## src/rtl/label_hex_writer_pkg.sv

```systemverilog
// Shared constants and state encoding for the label hex writer.
package label_hex_writer_pkg;

  localparam logic [7:0] ASCII_ZERO    = 8'h30;
  localparam logic [7:0] ASCII_UPPER_A = 8'h41;
  localparam logic [7:0] ASCII_SPACE   = 8'h20;

  typedef enum logic [1:0] {
    IDLE  = 2'd0,
    WRITE = 2'd1,
    DONE  = 2'd2
  } state_t;

endpackage

```

## src/rtl/label_hex_writer_nibble2digit.sv

```systemverilog
// Converts one hex nibble into its uppercase ASCII character.
module label_hex_writer_nibble2digit
  import label_hex_writer_pkg::*;
(
  input  logic [3:0] i_nibble,
  output logic [7:0] o_ascii
);

  always_comb begin
    if (i_nibble < 4'd10) o_ascii = ASCII_ZERO + {4'b0000, i_nibble};
    else                  o_ascii = ASCII_UPPER_A + {4'b0000, i_nibble} - 8'd10;
  end

endmodule

```

## src/rtl/label_hex_writer.sv

```systemverilog
// Writes a hex snapshot of a value into the shared label RAM, one digit per
// blanking cycle, with a depth-1 pending request for updates arriving mid-write.
module label_hex_writer
  import label_hex_writer_pkg::*;
#(
  parameter int                    ADDR_WIDTH = 8,
  parameter int                    NIBBLES    = 4,
  parameter logic [ADDR_WIDTH-1:0] BASE_ADDR  = '0,
  parameter bit                    LZ_BLANK   = 1'b0
) (
  input  logic                    px_clk,
  input  logic                    rst,
  input  logic [4*NIBBLES-1:0]    value,
  input  logic                    update,
  input  logic                    blank,
  output logic                    busy,
  output logic                    done,
  output logic [ADDR_WIDTH-1:0]   ram_addr,
  output logic [7:0]              ram_din,
  output logic                    ram_we
);

  localparam int VW = 4 * NIBBLES;
  localparam int IW = $clog2(NIBBLES + 1);
  localparam logic [IW-1:0] LAST_IDX = IW'(NIBBLES - 1);

  state_t                r_state;
  logic [VW-1:0]         r_work;
  logic [VW-1:0]         r_pend;
  logic                  r_pendValid;
  logic [IW-1:0]         r_idx;
  logic                  r_seenNz;
  logic                  r_busy;
  logic                  r_done;
  logic                  r_we;
  logic [ADDR_WIDTH-1:0] r_addr;
  logic [7:0]            r_din;

  logic [3:0] w_nibble;
  logic [7:0] w_digit;
  logic       w_isLast;
  logic       w_lzBlank;
  logic [7:0] w_char;

  // The work register shifts left after each write, so the top nibble is always current.
  assign w_nibble  = r_work[VW-1 -: 4];
  assign w_isLast  = (r_idx == LAST_IDX);
  assign w_lzBlank = LZ_BLANK && !r_seenNz && (w_nibble == 4'd0) && !w_isLast;
  assign w_char    = w_lzBlank ? ASCII_SPACE : w_digit;

  label_hex_writer_nibble2digit u_nibble2digit (
    .i_nibble (w_nibble),
    .o_ascii  (w_digit)
  );

  always_ff @(posedge px_clk) begin
    if (rst) begin
      r_state     <= IDLE;
      r_work      <= '0;
      r_pend      <= '0;
      r_pendValid <= 1'b0;
      r_idx       <= '0;
      r_seenNz    <= 1'b0;
      r_busy      <= 1'b0;
      r_done      <= 1'b0;
      r_we        <= 1'b0;
      r_addr      <= '0;
      r_din       <= '0;
    end else begin
      r_busy <= 1'b0;
      r_done <= 1'b0;
      r_we   <= 1'b0;
      r_addr <= '0;
      r_din  <= '0;
      case (r_state)
        IDLE: begin
          if (update || r_pendValid) begin
            r_work      <= update ? value : r_pend;
            r_pendValid <= 1'b0;
            r_idx       <= '0;
            r_seenNz    <= 1'b0;
            r_busy      <= 1'b1;
            r_state     <= WRITE;
          end
        end
        WRITE: begin
          r_busy <= 1'b1;
          if (update) begin
            r_pend      <= value;
            r_pendValid <= 1'b1;
          end
          if (blank) begin
            r_we   <= 1'b1;
            r_addr <= BASE_ADDR + ADDR_WIDTH'(r_idx);
            r_din  <= w_char;
            r_work <= r_work << 4;
            r_idx  <= r_idx + IW'(1);
            if (w_nibble != 4'd0) r_seenNz <= 1'b1;
            if (w_isLast) r_state <= DONE;
          end
        end
        DONE: begin
          r_done <= 1'b1;
          if (r_pendValid) begin
            r_work   <= r_pend;
            r_idx    <= '0;
            r_seenNz <= 1'b0;
            r_state  <= WRITE;
          end else begin
            r_state  <= IDLE;
          end
          // A same-cycle update replaces the request just consumed above.
          if (update) begin
            r_pend      <= value;
            r_pendValid <= 1'b1;
          end else begin
            r_pendValid <= 1'b0;
          end
        end
        default: r_state <= IDLE;
      endcase
    end
  end

  assign busy     = r_busy;
  assign done     = r_done;
  assign ram_we   = r_we;
  assign ram_addr = r_addr;
  assign ram_din  = r_din;

endmodule

```

## config.mk

```make
export PLATFORM = sky130hd
export DESIGN_NAME = label_hex_writer
export DESIGN_NICKNAME = d
export VERILOG_FILES = /design/src/rtl/label_hex_writer_pkg.sv /design/src/rtl/label_hex_writer_nibble2digit.sv /design/src/rtl/label_hex_writer.sv
export SDC_FILE = /design/constraint.sdc
export NUM_CORES = 1
export LEC_CHECK = 0
export CORE_MARGIN = 1
export CORE_UTILIZATION = 56
export DETAILED_ROUTE_END_ITERATION = 8
export DONT_BUFFER_PORTS = 1
export HOLD_SLACK_MARGIN = 0.03
export PLACE_DENSITY = 0.71
export SLEW_MARGIN = 5
export SYNTH_ARGS = -nofsm -noshare
export SYNTH_HDL_FRONTEND = slang
export SYNTH_SLANG_ARGS = --single-unit
```

## constraint.sdc

```tcl
create_clock -name px_clk -period 1.8 [get_ports px_clk]
set_input_delay 0.18 -clock px_clk [delete_from_list [all_inputs] [get_ports px_clk]]
set_output_delay 0.18 -clock px_clk [all_outputs]
set_load 0.005 [all_outputs]
```

==> run_results.csv, run 1 <==
group,metric,value,unit
cts,clk_path_buf_depth,2,
critical_path,cp.arrival,1.95,ns
grt,grt_max_degree,40,
floorplanning,die_y,68.3,µm
drt,vias,2099,
placement,post-place-ws,0.0611,ns
yosys,netlist_area,2460,µm²
timing,skew,0.00379,ns
timing,finalSetupViolCount,0,
placement,dp.cells,338,
run,cap_violations,0,
min_path,hold_class,"input port to flop",
floorplanning,start_util,59.7,%
yosys,synth.area.top_cells,"dfxtp_1 42%, a21oi_1 8.5%, nand2_1 7.3%",
timing,period_share,94.8,%
power_and_ir_drop,peakVddDrop,0.659,mV
yosys,synth_cell_types,32,
floorplanning,die_w,68.3,µm
timing,final.setup.tns,0,ns
final_layout,layout-drive-gt1-share,13.1,%
cts,cts_made_buffers,5,
final_layout,fillers,348,
cts,cts-root-buf,"clkbuf_8",
run_status,status,"complete, no violations",
cts,cts_sinks,51,
grt,antenna_found_initial,0,
yosys,synth_flop_cell,"dfxtp_1",
cts,cts.htree.levels,2,
critical_path,crit_path_max_fanout,5,
yosys,syn_inst,297,
yosys,yosys_warnings,0,
critical_path,worst-path-buf-inv,1,
timing,fmax,586,MHz
timing,rsz0062_at_grt,"false",
yosys,avgSynthCellArea,8.28,µm²
cts,cts_tree,"built",
final_layout,area_growth_syn_to_layout,14.2,%
floorplanning,coreArea,4120,µm²
grt,grt-ovfl-total,0,
drt,dr.pass1.iters,4,
drt,routed_wl,5.42,mm
yosys,synth_seq_cells,51,
timing,maxSlewViolCount,0,
cts,worstSkewPairLatency,0.30,ns
grt,grt_pass1_vias,2066,
placement,port_buffers,0,
critical_path,required,2.04,ns
critical_path,critPathKind,"flop to flop",
yosys,seq_area_frac_synth,41.5,%
cts,cts_setup_buffers,0,
drt,wl_per_cell,14.9,µm
power_and_ir_drop,p_per_area,1160,nW/µm²
final_layout,multi_input_area,1300,µm²
critical_path,cp-start-kind,"flop",
critical_path,path_delay_family,"simple AND/OR/NAND/NOR gates",
timing,fin_crit,1.71,ns
drt,drc,0,
drt,vias_per_cell,5.78,
yosys,synth-edff-count,0,
floorplanning,dieArea,4660,µm²
drt,ant_nets,0,
final_layout,antenna_cells,0,
yosys,synth_top_area_cell,"dfxtp_1",
floorplanning,rows,23,
grt,grt_usage,26.6,%
placement,dp_hpwl,3.38,mm
yosys,async_reset_ff_share,0,%
final_layout,nets,342,
final_layout,fin_cells,363,
critical_path,cp_cell_sequence,"inv_1, ha_2, nor2b_1, o21ba_2, or4_1, a21oi_1",
floorplanning,pin_count,39,
critical_path,cp_slowest_stage_delay,0.48,ns
grt,grt_pass1_wl,9.29,mm
yosys,yosysTopAreaCellShare,41.5,%
cts,clk_pin_slew_worst_paths,0.09,ns
drt,drtIter0Drc,117,
placement,gp_congestion,0.772,
power_and_ir_drop,leakage,1.04,nW
timing,hold_violations,0,
timing,setup_ws,0.0935,ns
critical_path,crit_path_end_kind,"flop",
critical_path,crit_path_top_delay_cell,"or4_1",
final_layout,register_area,1020,µm²
## registers in the layout (all words and copies together), names as in the netlist
register,cells
ram_addr,3
r_work,16
ram_din,7
busy,1
ram_we,1
r_idx,3
r_pendValid,1
r_pend,16
r_state,2
done,1
## cells in the final DEF, fill, tap and decap left out, types with 7 or more instances in the layout
master          n
a22oi_1        11
o21ai_0        26
dfxtp_1        50
nor3_1         10
a21oi_1        42
nor2_1          7
o2111ai_1      11
dlygate4sd3_1  16
ha_1            9
nand2_1        48
inv_1           7
mux2_2         12
buf_4          13
## cells in the mapped netlist, types with 2 or more instances
master	count
inv_1	7
a21oi_1	42
a211oi_1	2
clkbuf_1	16
or4_1	2
buf_4	7
a22oi_1	11
o2111ai_1	11
mux2i_1	4
and2_1	5
ha_1	10
mux2_2	12
nor3_1	10
nor2_1	7
o21ai_0	26
dfxtp_1	51
nand3_1	5
nand2_1	48
buf_2	6
nor2b_1	3
## power breakdown
part / switching, W / total [W] / internal (W)
Clock: 0.000368 / 0.000635 / 0.000267
Combinational: 0.000685 / 0.00120 / 0.000511
Sequential: 0.000117 / 0.00143 / 0.00131
## path summary, 6_finish.rpt
check                                start     endpoint  slack (ns)  depth (start not counted)
worst max-delay path            r_state[0]     r_idx[2]        0.09                          6
worst min-delay path                update         busy        0.11                          2
worst max register to register  r_state[0]     r_idx[2]        0.09                          6
worst min register to register    r_idx[2]  ram_addr[2]        0.47                          2
## kinds of logic (layout without fill, tap and decap cells)
logic type	count (synthesis)	count (layout)	share of synthesized area, %
buffers and inverters	36	47	6.87
DFF	51	51	41.5
other	1	6	0.153
and+or+nand+nor	87	87	16.1
muxes	16	16	7.12
xor gates and xnor gates	1	1	0.356
AOI/OAI and AO/OA	95	95	22.8
adders and majority gates	10	10	5.09
## layer usage
layer | up-vias | routed length, µm | global-route usage (%)
met5 | - | 0 | 0
met2 | 62 | 2560 | 46.0
met4 | 0 | 62 | 8.59
li1 | 1063 | - | -
met3 | 6 | 283 | 5.33
met1 | 968 | 2510 | 32.8
## timing repair
item / in CTS / in global routing
hold buffers: 17 / 0
endpoints found under the setup margin: 0 / 8
endpoints found under the hold margin: 39 / 0
resized for setup: 0 / 4
## cell type report
type,instances,share of cell area (%)
inverters,7,0.935
flip-flops and latches,51,36.4
clock buffers,5,2.45
clock inverters,3,0.535
repair buffers,32,11.3
well taps,50,2.23
multi-input cells,215,46.1
## stage by stage
stage | utilization, % | area [µm²] | hold slack, ns | total power [W]
after floorplan | - | 2480 | 0.316 | 0.00226
after global placement | 61.6 | 2540 | 0.254 | 0.00254
after detailed placement | 61.6 | 2540 | 0.256 | 0.00256
after CTS | 68.0 | 2800 | 0.103 | 0.00324
after global routing | 68.3 | 2810 | 0.133 | 0.00349
final | 68.3 | 2810 | 0.110 | 0.00326
No activity file was read; power rests on OpenSTA's default activity.
==> run 2, diff against run 1 <==
--- a/config.mk
+++ b/config.mk
@@ -9,7 +9,7 @@
 export CORE_UTILIZATION = 56
 export DETAILED_ROUTE_END_ITERATION = 8
 export DONT_BUFFER_PORTS = 1
-export HOLD_SLACK_MARGIN = 0.03
+export HOLD_SLACK_MARGIN = 0.15
 export PLACE_DENSITY = 0.71
 export SLEW_MARGIN = 5
 export SYNTH_ARGS = -nofsm -noshare
==> run_results.csv, run 2 (synthesis results as in run 1) <==
group,metric,value,unit
final_layout,area_growth_syn_to_layout,14.7,%
drt,wl_per_cell,15.1,µm
grt,grt_usage,26.8,%
drt,ant_nets,0,
final_layout,nets,343,
floorplanning,die_y,68.3,µm
critical_path,cp-start-kind,"flop",
final_layout,fin_cells,364,
cts,worstSkewPairLatency,0.30,ns
final_layout,final_common_cell,"dfxtp_1",
drt,routed_wl,5.49,mm
run,cap_violations,0,
timing,fmax,587,MHz
floorplanning,die_w,68.3,µm
final_layout,layout-drive-gt1-share,13.1,%
critical_path,crit_path_max_fanout,5,
min_path,whs_path_depth,2,
drt,vias_per_cell,5.82,
placement,gp_congestion,0.772,
timing,skew,0.00544,ns
placement,post-place-ws,0.0611,ns
cts,cts_tree,"built",
floorplanning,pin_count,39,
timing,setup_ws,0.0957,ns
critical_path,required,2.04,ns
grt,grt-ovfl-total,0,
final_layout,register_area,1020,µm²
drt,vias,2117,
min_path,hold_class,"input port to flop",
timing,hold_violations,0,
power_and_ir_drop,leakage,1.04,nW
cts,cts_sinks,51,
power_and_ir_drop,p_per_area,1160,nW/µm²
cts,cts-root-buf,"clkbuf_8",
drt,drtIter0Drc,107,
cts,clk_pin_slew_worst_paths,0.09,ns
critical_path,critPathKind,"flop to flop",
grt,grt_pass1_wl,9.35,mm
timing,fin_crit,1.70,ns
grt,antenna_found_initial,0,
final_layout,antenna_cells,0,
floorplanning,coreArea,4120,µm²
floorplanning,dieArea,4660,µm²
timing,final.setup.tns,0,ns
floorplanning,rows,23,
drt,dr.pass1.iters,5,
cts,cts_setup_buffers,0,
final_layout,final_cell_mix,"50 x dfxtp_1, 48 x nand2_1, 42 x a21oi_1",
cts,clk_path_buf_depth,2,
power_and_ir_drop,peakVddDrop,0.667,mV
run_status,status,"complete, no violations",
floorplanning,start_util,59.7,%
timing,finalSetupViolCount,0,
timing,period_share,94.7,%
placement,dp_hpwl,3.38,mm
cts,cts.htree.levels,2,
final_layout,fillers,347,
placement,dp.cells,338,
critical_path,crit_path_end_kind,"flop",
drt,drc,0,
grt,grt_pass1_vias,2070,
timing,rsz0062_at_grt,"false",
critical_path,reg2reg_depth,6,
timing,maxSlewViolCount,0,
critical_path,cp.arrival,1.95,ns
cts,cts_made_buffers,5,
placement,port_buffers,0,
grt,grt_max_degree,41,
final_layout,multi_input_area,1300,µm²
[run 2: report_power, final]
part           internal, W  switching [W]
registers          0.00131       0.000116
clock network     0.000267       0.000372
logic             0.000512       0.000684
[run 2: final cells by class]
| type | instances | share of cell area [%] |
|---|---|---|
| Multi-Input combinational cell | 215 | 46.0 |
| Sequential cell | 51 | 36.3 |
| Timing Repair Buffer | 33 | 11.6 |
| Clock buffer | 5 | 2.44 |
| Tap cell | 50 | 2.22 |
| Inverter | 7 | 0.932 |
| Clock inverter | 3 | 0.533 |
[run 2: path summary, 6_finish.rpt]
| kind | start | to | slack (ns) |
|---|---|---|---|
| worst max register to register | r_state[0] | r_idx[2] | 0.1 |
| worst min register to register | r_idx[2] | ram_addr[2] | 0.47 |
| worst min-delay path | rst | r_pend[11] | 0.16 |
| worst max-delay path | r_state[0] | r_idx[2] | 0.1 |
[run 2: per-layer routing]
metal	vias up	GRT usage [%]	share of wire (%)
li1	1068	-	-
met5	-	0	0
met2	63	46.1	48
met1	980	33.2	45
met4	0	8.59	1.1
met3	6	5.33	5.4
[run 2: timing repair]
action	4_1_cts	5_1_grt
setup endpoints to repair	0	8
gates resized for setup	0	4
hold endpoints to repair	40	0
hold buffers	18	0
[run 2: worst max-delay path, stage by stage (launching register included)]
cell,delay (ns)
dfxtp_2,0.35
inv_1,0.08
ha_2,0.21
nor2b_1,0.14
o21ba_2,0.24
or4_1,0.48
a21oi_1,0.14
[run 2: through the flow]
step	cell area (µm²)	util [%]	power (W)	hold WS [ns]
2_1_floorplan	2480	-	0.00226	0.316
3_3_place_gp	2540	61.6	0.00254	0.254
3_5_place_dp	2540	61.6	0.00256	0.256
4_1_cts	2810	68.3	0.00325	0.154
5_1_grt	2820	68.5	0.00349	0.168
6_report	2820	68.5	0.00326	0.161
